<file path="src/rtl/jtag_master_if.sv">
// Command/response port of the JTAG scan engine.
// A command transfers on a clk edge with cmd_valid && cmd_ready; rsp_valid is a one-cycle pulse with no backpressure.
interface jtag_master_if #(
  parameter int DR_WIDTH = 41,
  parameter int LEN_W    = 6
);
  logic                cmd_valid;
  logic                cmd_ready;
  logic                cmd_is_ir;
  logic [LEN_W-1:0]    cmd_len;
  logic [DR_WIDTH-1:0] cmd_data;
  logic                rsp_valid;
  logic [DR_WIDTH-1:0] rsp_data;

  modport master (output cmd_valid, cmd_is_ir, cmd_len, cmd_data,
                  input  cmd_ready, rsp_valid, rsp_data);
  modport slave  (input  cmd_valid, cmd_is_ir, cmd_len, cmd_data,
                  output cmd_ready, rsp_valid, rsp_data);
endinterface

</file>
<file path="src/rtl/jtag_master.sv">
// JTAG host scan engine: IR/DR scans with divided TCK, LSB-first shift, TDO capture.
// Optional JTAG_MASTER_IDLE_CYCLES_EN adds IDLE_CYCLES Run-Test/Idle TCK cycles after each scan.
module jtag_master #(
  parameter int DR_WIDTH    = 41,
  parameter int LEN_W       = 6,
  parameter int CLK_DIV     = 2,
  parameter int IDLE_CYCLES = 0
) (
  input  logic         clk,
  input  logic         TRST,
  jtag_master_if.slave bus,
  output logic         TCK,
  output logic         TMS,
  output logic         TDI,
  input  logic         TDO,
  output logic [2:0]   dbg_state,
  output logic [3:0]   dbg_tap
);
  localparam int STEP_MAX = (IDLE_CYCLES > DR_WIDTH) ? IDLE_CYCLES : DR_WIDTH;
  localparam int CNT_W    = $clog2(STEP_MAX + 1);
  localparam int DIV_W    = (CLK_DIV > 1) ? $clog2(CLK_DIV) : 1;
  localparam logic [DIV_W-1:0] DIV_LAST = DIV_W'(CLK_DIV - 1);
  localparam logic [DIV_W-1:0] DIV_ONE  = DIV_W'(1);
  localparam logic [CNT_W-1:0] ONE      = CNT_W'(1);

  typedef enum logic [2:0] {
    RST_SEQ, IDLE, SCAN_HDR, SHIFT, SCAN_TAIL,
`ifdef JTAG_MASTER_IDLE_CYCLES_EN
    RTI_PAD,
`endif
    RESP
  } state_t;

  typedef enum logic [3:0] {
    TLR, RTI, SEL_DR, CAP_DR, SH_DR, EX1_DR, PA_DR, EX2_DR, UPD_DR,
    SEL_IR, CAP_IR, SH_IR, EX1_IR, PA_IR, EX2_IR, UPD_IR
  } tap_t;

  function automatic tap_t tap_next(input tap_t s, input logic m);
    case (s)
      TLR:     return m ? TLR    : RTI;
      RTI:     return m ? SEL_DR : RTI;
      SEL_DR:  return m ? SEL_IR : CAP_DR;
      CAP_DR:  return m ? EX1_DR : SH_DR;
      SH_DR:   return m ? EX1_DR : SH_DR;
      EX1_DR:  return m ? UPD_DR : PA_DR;
      PA_DR:   return m ? EX2_DR : PA_DR;
      EX2_DR:  return m ? UPD_DR : SH_DR;
      UPD_DR:  return m ? SEL_DR : RTI;
      SEL_IR:  return m ? TLR    : CAP_IR;
      CAP_IR:  return m ? EX1_IR : SH_IR;
      SH_IR:   return m ? EX1_IR : SH_IR;
      EX1_IR:  return m ? UPD_IR : PA_IR;
      PA_IR:   return m ? EX2_IR : PA_IR;
      EX2_IR:  return m ? UPD_IR : SH_IR;
      default: return m ? SEL_DR : RTI;
    endcase
  endfunction

  state_t              state, state_n;
  tap_t                tap, tap_n;
  logic                boot, boot_n;
  logic [DIV_W-1:0]    div_cnt, div_n;
  logic [CNT_W-1:0]    step, step_n, len, len_n, len_c, len_last, hdr_last;
  logic                tck_n, tms_n, tdi_n, is_ir, is_ir_n, rise, fall;
  logic [DR_WIDTH-1:0] data, data_n, cap, cap_n, rsp_q, rsp_n;

  assign bus.cmd_ready = (state == IDLE);
  assign bus.rsp_valid = (state == RESP);
  assign bus.rsp_data  = rsp_q;
  assign dbg_state     = state;
  assign dbg_tap       = tap;
  assign len_last      = len - ONE;
  assign hdr_last      = is_ir ? CNT_W'(3) : CNT_W'(2);

  always_ff @(posedge clk or posedge TRST) begin
    if (TRST) begin
      state <= RST_SEQ; tap <= TLR; boot <= 1'b1; div_cnt <= '0; step <= '0;
      TCK <= 1'b0; TMS <= 1'b1; TDI <= 1'b0; is_ir <= 1'b0; len <= '0;
      data <= '0; cap <= '0; rsp_q <= '0;
    end else begin
      state <= state_n; tap <= tap_n; boot <= boot_n; div_cnt <= div_n; step <= step_n;
      TCK <= tck_n; TMS <= tms_n; TDI <= tdi_n; is_ir <= is_ir_n; len <= len_n;
      data <= data_n; cap <= cap_n; rsp_q <= rsp_n;
    end
  end

  always_comb begin
    state_n = state; tap_n = tap; boot_n = 1'b0; div_n = div_cnt; step_n = step;
    tck_n = TCK; tms_n = TMS; tdi_n = TDI; is_ir_n = is_ir; len_n = len;
    data_n = data; cap_n = cap; rsp_n = rsp_q; rise = 1'b0; fall = 1'b0;
    len_c = (int'(bus.cmd_len) > DR_WIDTH) ? CNT_W'(DR_WIDTH) : CNT_W'(bus.cmd_len);

    // The first clk after reset release is spent arming, so the first low phase is a full one.
    if (state != IDLE && state != RESP && !boot) begin
      if (div_cnt == DIV_LAST) begin
        div_n = '0;
        tck_n = ~TCK;
        rise  = ~TCK;
        fall  = TCK;
      end else begin
        div_n = div_cnt + DIV_ONE;
      end
    end
    if (rise) tap_n = tap_next(tap, TMS);
    if (rise && state == SHIFT) cap_n[step] = TDO;

    // Every "fall" ends a TCK bit cycle and sets TMS/TDI for the next low phase.
    case (state)
      RST_SEQ: if (fall) begin
        if (step == CNT_W'(5)) begin
          state_n = IDLE;
          step_n  = '0;
        end else begin
          step_n = step + ONE;
          tms_n  = (step != CNT_W'(4));
        end
      end
      IDLE: if (bus.cmd_valid) begin
        is_ir_n = bus.cmd_is_ir;
        len_n   = len_c;
        data_n  = bus.cmd_data;
        cap_n   = '0;
        div_n   = '0;
        step_n  = '0;
        if (len_c == '0) begin
          state_n = RESP;
          rsp_n   = '0;
        end else begin
          state_n = SCAN_HDR;
          tms_n   = 1'b1;
        end
      end
      SCAN_HDR: if (fall) begin
        if (step == hdr_last) begin
          state_n = SHIFT;
          step_n  = '0;
          tdi_n   = data[0];
          tms_n   = (len == ONE);
        end else begin
          step_n = step + ONE;
          tms_n  = is_ir && (step == '0);
        end
      end
      SHIFT: if (fall) begin
        if (step == len_last) begin
          state_n = SCAN_TAIL;
          step_n  = '0;
          tms_n   = 1'b1;
          tdi_n   = 1'b0;
        end else begin
          step_n = step + ONE;
          tdi_n  = data[step_n];
          tms_n  = (step_n == len_last);
        end
      end
      SCAN_TAIL: if (fall) begin
        tms_n = 1'b0;
        if (step == '0) begin
          step_n = ONE;
        end else begin
          step_n = '0;
`ifdef JTAG_MASTER_IDLE_CYCLES_EN
          if (IDLE_CYCLES > 0) begin
            state_n = RTI_PAD;
          end else begin
            state_n = RESP;
            rsp_n   = cap;
          end
`else
          state_n = RESP;
          rsp_n   = cap;
`endif
        end
      end
`ifdef JTAG_MASTER_IDLE_CYCLES_EN
      RTI_PAD: if (fall) begin
        if (step == CNT_W'(IDLE_CYCLES - 1)) begin
          state_n = RESP;
          step_n  = '0;
          rsp_n   = cap;
        end else begin
          step_n = step + ONE;
        end
      end
`endif
      RESP: state_n = IDLE;
      default: state_n = IDLE;
    endcase
  end
endmodule

</file>
<file path="src/flat_wrapper.sv">
// flat-port wrapper written by rule: the top's interface ports become plain ports
module jtag_master_flat 
#(
  parameter int DR_WIDTH    = 41,
  parameter int LEN_W       = 6,
  parameter int CLK_DIV     = 2,
  parameter int IDLE_CYCLES = 0
)
  (clk, TRST, TCK, TMS, TDI, TDO, dbg_state, dbg_tap, bus_cmd_valid, bus_cmd_is_ir, bus_cmd_len, bus_cmd_data, bus_cmd_ready, bus_rsp_valid, bus_rsp_data);
  jtag_master_if #(.DR_WIDTH(DR_WIDTH), .LEN_W(LEN_W)) bus_i ();
  input  logic clk;
  input  logic TRST;
  output logic TCK;
  output logic TMS;
  output logic TDI;
  input  logic TDO;
  output logic [2:0] dbg_state;
  output logic [3:0] dbg_tap;
  input wire logic [$bits(bus_i.cmd_valid)-1:0] bus_cmd_valid;
  input wire logic [$bits(bus_i.cmd_is_ir)-1:0] bus_cmd_is_ir;
  input wire logic [$bits(bus_i.cmd_len)-1:0] bus_cmd_len;
  input wire logic [$bits(bus_i.cmd_data)-1:0] bus_cmd_data;
  output wire logic [$bits(bus_i.cmd_ready)-1:0] bus_cmd_ready;
  output wire logic [$bits(bus_i.rsp_valid)-1:0] bus_rsp_valid;
  output wire logic [$bits(bus_i.rsp_data)-1:0] bus_rsp_data;
  assign bus_i.cmd_valid = bus_cmd_valid;
  assign bus_i.cmd_is_ir = bus_cmd_is_ir;
  assign bus_i.cmd_len = bus_cmd_len;
  assign bus_i.cmd_data = bus_cmd_data;
  assign bus_cmd_ready = bus_i.cmd_ready;
  assign bus_rsp_valid = bus_i.rsp_valid;
  assign bus_rsp_data = bus_i.rsp_data;
  jtag_master #(.DR_WIDTH(DR_WIDTH), .LEN_W(LEN_W), .CLK_DIV(CLK_DIV), .IDLE_CYCLES(IDLE_CYCLES)) u_core (.clk(clk), .TRST(TRST), .bus(bus_i), .TCK(TCK), .TMS(TMS), .TDI(TDI), .TDO(TDO), .dbg_state(dbg_state), .dbg_tap(dbg_tap));
endmodule
</file>
<file path="config.mk">
export PLATFORM = sky130hd
export DESIGN_NAME = jtag_master_flat
export DESIGN_NICKNAME = d
export VERILOG_FILES = /design/src/rtl/jtag_master_if.sv /design/src/rtl/jtag_master.sv /design/src/flat_wrapper.sv
export SDC_FILE = /design/constraint.sdc
export NUM_CORES = 1
export LEC_CHECK = 0
export CAP_MARGIN = 20
export CORE_MARGIN = 10
export CORE_UTILIZATION = 25
export DETAILED_ROUTE_END_ITERATION = 10
export SYNTH_ARGS = -nofsm -noshare
export SYNTH_HDL_FRONTEND = slang
export SYNTH_SLANG_ARGS = --single-unit
</file>
<file path="constraint.sdc">
create_clock -name clk -period 5.65 [get_ports clk]
set_input_delay 0.8475 -clock clk [delete_from_list [all_inputs] [get_ports clk]]
set_output_delay 0.8475 -clock clk [all_outputs]
set_load 0.02 [all_outputs]
</file>
## Word level (Yosys, flattened, before mapping)

Index checks and enable logic that the tools add are counted.

- Bitwise gates (word level): 1
- Reduce and logical (&&, ||, !) cells: 22
- Add/subtract/negate cells: 3
- Mux-type cells: 72
- Magnitude comparators: 4
- Equal/unequal tests: 37

Operator list:

| kind | number |
|---|---|
| $mux 41 | 7 |
| $pmux 41 s2 | 1 |
| $mux 6 | 9 |
| $pmux 4 s11 | 1 |
| $bwmux 41 | 1 |
| $mux 3 | 12 |
| $pmux 6 s5 | 1 |
| $mux 1 | 28 |
| $eq 4x4->1 const B | 6 |
| $eq 6x6->1 | 3 |
| $eq 4x3->1 const B | 4 |
| $mux 4 | 4 |
| $pmux 3 s5 | 1 |
| $lt 6x7->1 const B | 2 |
| $ne 2x1->1 const B | 7 |
| $logic_not 6->1 | 2 |
| $ne 2x2->1 const B | 5 |
| $reduce_and 9->1 | 1 |
| $eq 4x2->1 const B | 2 |
| $reduce_and 8->1 | 1 |
| $add 6x1->6 const B | 1 |
| $bmux 1 s6 | 1 |
| $demux 1 s6 | 1 |
| $eq 3x2->1 const B | 2 |
| 26 further kinds | 36 |

- Logic and storage cells: 152
- Flip-flop bits (word level): 148

## Depth between registers and ports, before layout

- Depth in word-level cells: 8
- Depth in mapped cells: 10
- Gate-level depth less buffers: 8

## Worst setup path after synthesis

OpenSTA, ideal clock, no wires.

- Kind: register -> register
- Start point: register u_core.step[0]
- End point: register u_core.TDI
- Data required time: 5530 ps
- Library setup time: 120 ps
- Data arrival time: 2899 ps
- Cell stages (with the launch flop): 11
- Path slack: 2631 ps
- Buffers on the path: 3
- Cell sequence: dfrtp_1 buf_2 buf_2 clkinv_1 ha_1 clkbuf_1 mux4_2 mux4_2 nand3_1 nand2_1 o211a_1

- Longest elaborated chain between the ends: 6
- Elaborated cells on any way between the ends: 10

RTL lines:

| item | line | RTL |
|---|---|---|
| from (decl) | jtag_master.sv:64 | `logic [CNT_W-1:0] step, step_n, len, len_n, len_c, len_last, hdr_last;` |
| from (signal assigned) | jtag_master.sv:82 | `state <= state_n; tap <= tap_n; boot <= boot_n; div_cnt <= div_n; step <= step_n;` |
| $add 6x1->6 | jtag_master.sv:152 | `step_n = step + ONE;` |
| $bmux 1 s6 | jtag_master.sv:153 | `tdi_n = data[step_n];` |
| $mux 1 (not written as such) | jtag_master.sv:153 |  |
| $mux 1 | jtag_master.sv:146 | `if (step == len_last) begin` |
| $mux 1 | jtag_master.sv:145 | `SHIFT: if (fall) begin` |
| $pmux 1 s2 | jtag_master.sv:109 | `case (state)` |
| to (signal assigned) | jtag_master.sv:83 | `TCK <= tck_n; TMS <= tms_n; TDI <= tdi_n; is_ir <= is_ir_n; len <= len_n;` |
| to (decl) | jtag_master.sv:14 | `output logic TDI,` |

Several ways; a longest one is shown, not always the timed one. The select of a mux whose other input is x is not followed.
A chain may end at the register's enable or synchronous reset.

## Worst setup path in the final report

Ends and elaborated chain as after synthesis.

==> flow_metrics.env <==
export IMPL_drtPass1Iterations=5
export IMPL_yosys_warnings=0
export IMPL_antenna_found_initial=0
export IMPL_fillerInstances=2906
export IMPL_synthArstFlopShare_pct=100.0
export IMPL_final_hold_violation_count=0
export IMPL_pin_count=105
export IMPL_yosys_most_used_dff="sky130_fd_sc_hd__dfrtp_1"
export IMPL_synthesis_area_per_instance_sq_um=10.49
export IMPL_vias=5593
export IMPL_finalWeightedCongestion=0.8392
export IMPL_ff2ff_setup_slack_ns=2.03
export IMPL_leakagePower_uw=0.003748
export IMPL_post_synth_xor_area_fraction_pct=2.465
export IMPL_synth_nets=755
export IMPL_timing_setup_tns_ns=0
export IMPL_drive_above_1_share_pct=14.10
export IMPL_routed_wirelength_um=19820
export IMPL_cts_reportedPaths_clkPinSlew_ns=0.06
export IMPL_post_synth_instance_area_sq_um=7308
export IMPL_synthDistinctLibCells=64
export IMPL_clk_root_buffer_cell="sky130_fd_sc_hd__clkbuf_16"
export IMPL_synth_top_family_by_area="compound AO/OA/AOI/OAI gates"
export IMPL_regToRegEndpoint="u_core.TDI"
export IMPL_slew_at_the_pin_with_the_worst_max_slew_slack_ns=1.030
export IMPL_synth_sequential_area_ratio_pct=50.71
export IMPL_maximum_number_of_pins_on_one_net_before_global_route_repair=77
export IMPL_fmaxAchievable_ghz=0.2763
export IMPL_required_time_reported_for_the_critical_path_endpoint_ns=5.96
export IMPL_cts_hold_buffers=0
export IMPL_finalSetupViolCount=0
export IMPL_synth_top_area_share_pct=49.99
export IMPL_timing_max_slew_rel_slack_pct=31.32
export IMPL_cts_buffer_depth=2
export IMPL_timing_final_max_slew_violations=0
export IMPL_detailedRoute_firstIterationViolations=488
export IMPL_die_x_um=191.0
export IMPL_max_vdd_ir_drop_v=0.0001590
export IMPL_cts_num_sinks=148
export IMPL_max_cap_violations=0
export IMPL_layout_area_overhead_vs_synth_pct=27.19
export IMPL_critical_path_top_delay_family="flip-flops"
export IMPL_via_density=4.776
export IMPL_number_of_synthesized_flops_with_an_enable_pin=0
export IMPL_routedWlPerCell_um=16.92
export IMPL_cts_tree="yes"
export IMPL_reg2reg_depth=7
export IMPL_run_status="finished clean"
export IMPL_design_die_area_sq_um=36470
export IMPL_cts_htree_levels=4
export IMPL_netlist_instances=697
export IMPL_rsz_0062_raised_after_global_routing="false"
export IMPL_reg2reg_from="u_core.step[0]"
export IMPL_cellPowerDensity_nw_per_um2=556.4
export IMPL_cts_buffers=17
export IMPL_setup_worst_path_end_class="flip-flop"
export IMPL_hold_path_depth=1
export IMPL_die_height_um=191.0
export IMPL_ys_ff_latch=148
export IMPL_insertedDiodeCount=0
export IMPL_fin_total_pwr_uw=5172
export IMPL_global_route_wire_length_before_repair_um=31600
export IMPL_worstPathMaxFanout=22
export IMPL_design_final_nets=832
export IMPL_synth_most_common_cell="sky130_fd_sc_hd__dfrtp_1"
export IMPL_buffer_ports_inserted=104
export IMPL_crit_path_max_incr_delay_ns=1.02
export IMPL_drcViolationCount=0
export IMPL_min_period_over_period_pct=64.06
export IMPL_worstSetupStartpoint="u_core.step[0]"
export IMPL_grt_ovfl_total=0
export IMPL_synth_compound_gate_area_share_pct=17.89
export IMPL_post_synth_and_or_nand_nor_area_fraction_pct=12.79
export IMPL_detail_route_antenna_nets=0
export IMPL_cp_slowest_cell="sky130_fd_sc_hd__dfrtp_1"
export IMPL_utilization_pct=32.30
export IMPL_synth_top_area_cell="sky130_fd_sc_hd__dfrtp_1"
export IMPL_synth_adder_area_share_pct=1.027
export IMPL_worstSkewPairLatency_ns=0.42
export IMPL_hp_class="reg -> reg"
export IMPL_postCtsSetupBuffers=0
export IMPL_synth_top_cells_by_area="sky130_fd_sc_hd__dfrtp_1, sky130_fd_sc_hd__mux2_2, sky130_fd_sc_hd__a22o_1"
export IMPL_clock_period_minus_final_worst_setup_slack_ns=3.620
export IMPL_first_global_vias=5552
export IMPL_cp_start_kind="flip-flop"
export IMPL_path_class="reg -> reg"
export IMPL_core_area_sq_um=28780
export IMPL_cp_arrival_ns=3.93
export IMPL_crit_end="u_core.TDI"
export IMPL_post_cts_resized=0
export IMPL_worst_path_cell_trace="clkinv_1 > ha_1 > mux4_2 > mux2_2 > a211oi_1 > o31ai_1 > o211a_1"
export IMPL_initial_cell_density_of_the_core_pct=25.39
export IMPL_synth_mux_area_fraction_pct=11.01
export IMPL_fin_worst_skew_ns=0.01164
export IMPL_ys_top_cells_by_count="sky130_fd_sc_hd__dfrtp_1, sky130_fd_sc_hd__nor2_1, sky130_fd_sc_hd__nand2_1, sky130_fd_sc_hd__a21oi_1, sky130_fd_sc_hd__o21ai_0"
export IMPL_dp_hpwl_um=13900
export IMPL_cp_num_cells=7
export IMPL_worstPathBufferInverterCount=1
export IMPL_grtUsageTotal_pct=10.87
export IMPL_rows=62
-- metrics by stage --
stage / std cells / hold WS [ns] / cell area (sq um) / setup slack, ns
after detailed placement: 1138 / 0.4820 / 8661 / 1.996
after global placement: 1138 / 0.4785 / 8661 / 2.117
after floorplan: 697 / 0.4667 / 7308 / 0.8261
after CTS: 1170 / 0.4908 / 9275 / 1.986
final: 1171 / 0.4899 / 9295 / 2.030
after global routing: 1171 / 0.5067 / 9295 / 1.823
-- worst min path at each step --
stage	to	startpoint	slack, ns
6_report	u_core.bus.rsp_data[16]	u_core.cap[16]	0.49
5_1_grt	u_core.bus.rsp_data[16]	u_core.cap[16]	0.51
4_1_cts	u_core.bus.rsp_data[16]	u_core.cap[16]	0.49
3_5_place_dp	u_core.bus.rsp_data[16]	u_core.cap[16]	0.48
3_3_place_gp	u_core.bus.rsp_data[30]	u_core.cap[30]	0.48
2_1_floorplan	u_core.bus.rsp_data[0]	u_core.cap[0]	0.47
-- logic make-up after synthesis --
family	count (synthesis)
XOR/XNOR	19
adder cells (fa/ha/maj)	6
AND/OR/NAND/NOR	197
other	1
multiplexers	61
flip-flops	148
buffers and inverters	67
AO/OA/AOI/OAI	198
-- state kept, by name (all words and copies together), names as in the netlist, 3 cells and up --
signal	cells
u_core.bus.rsp_data	41
u_core.cap	41
u_core.data	41
u_core.len	6
u_core.step	6
u_core.dbg_tap	4
u_core.dbg_state	3
-- worst reg2reg max path, cell delays in order, from the launching register on --
cell and delay [ns]:
sky130_fd_sc_hd__dfrtp_1 1.02, sky130_fd_sc_hd__clkinv_1 0.40, sky130_fd_sc_hd__ha_1 0.77, sky130_fd_sc_hd__mux4_2 0.57
sky130_fd_sc_hd__mux2_2 0.27, sky130_fd_sc_hd__a211oi_1 0.24, sky130_fd_sc_hd__o31ai_1 0.11, sky130_fd_sc_hd__o211a_1 0.13
-- power breakdown --
group | switching [uW] | internal (uW)
combinational | 1040 | 1070
sequential | 417 | 1460
clock | 476 | 714
total | 1930 | 3240
-- layer usage --
| metal | routed length [um] | global-route usage [%] |
|---|---|---|
| met1 | 9315 | 15.01 |
| met2 | 8962 | 16.11 |
| met3 | 1365 | 3.480 |
| met4 | 173 | 2.604 |
| met5 | 0 | 0 |
-- layout by cell type, fill, tap and decap left out, drive strengths merged, types with 3 or more instances in the layout --
cell type and count:
a21o 3, a21oi 58, a221oi 3, a22o 45
a22oi 3, buf 8, bufinv 3, clkbuf 19
clkdlybuf4s50 104, clkinv 5, dfrtp 146, ha 6
inv 16, mux2 45, mux2i 5, mux4 11
nand2 61, nand2b 8, nand3 14, nand3b 5
nand4 8, nor2 67, nor2b 5, nor3 10
o21ai 55, o22ai 3, o31ai 6, or3 5
or4 4, xnor2 9, xor2 9
-- area by class of cell --
class	instances	area (sq um)	area share [%]
clock inverters	13	171.4	1.844
inverters	13	53.80	0.5788
well taps	384	480.5	5.169
clock buffers	19	442.9	4.765
repair buffers	112	1114	11.98
multi-input cells	482	3327	35.79
flip-flops and latches	148	3706	39.87
Power figures use the tool's default switching activity.
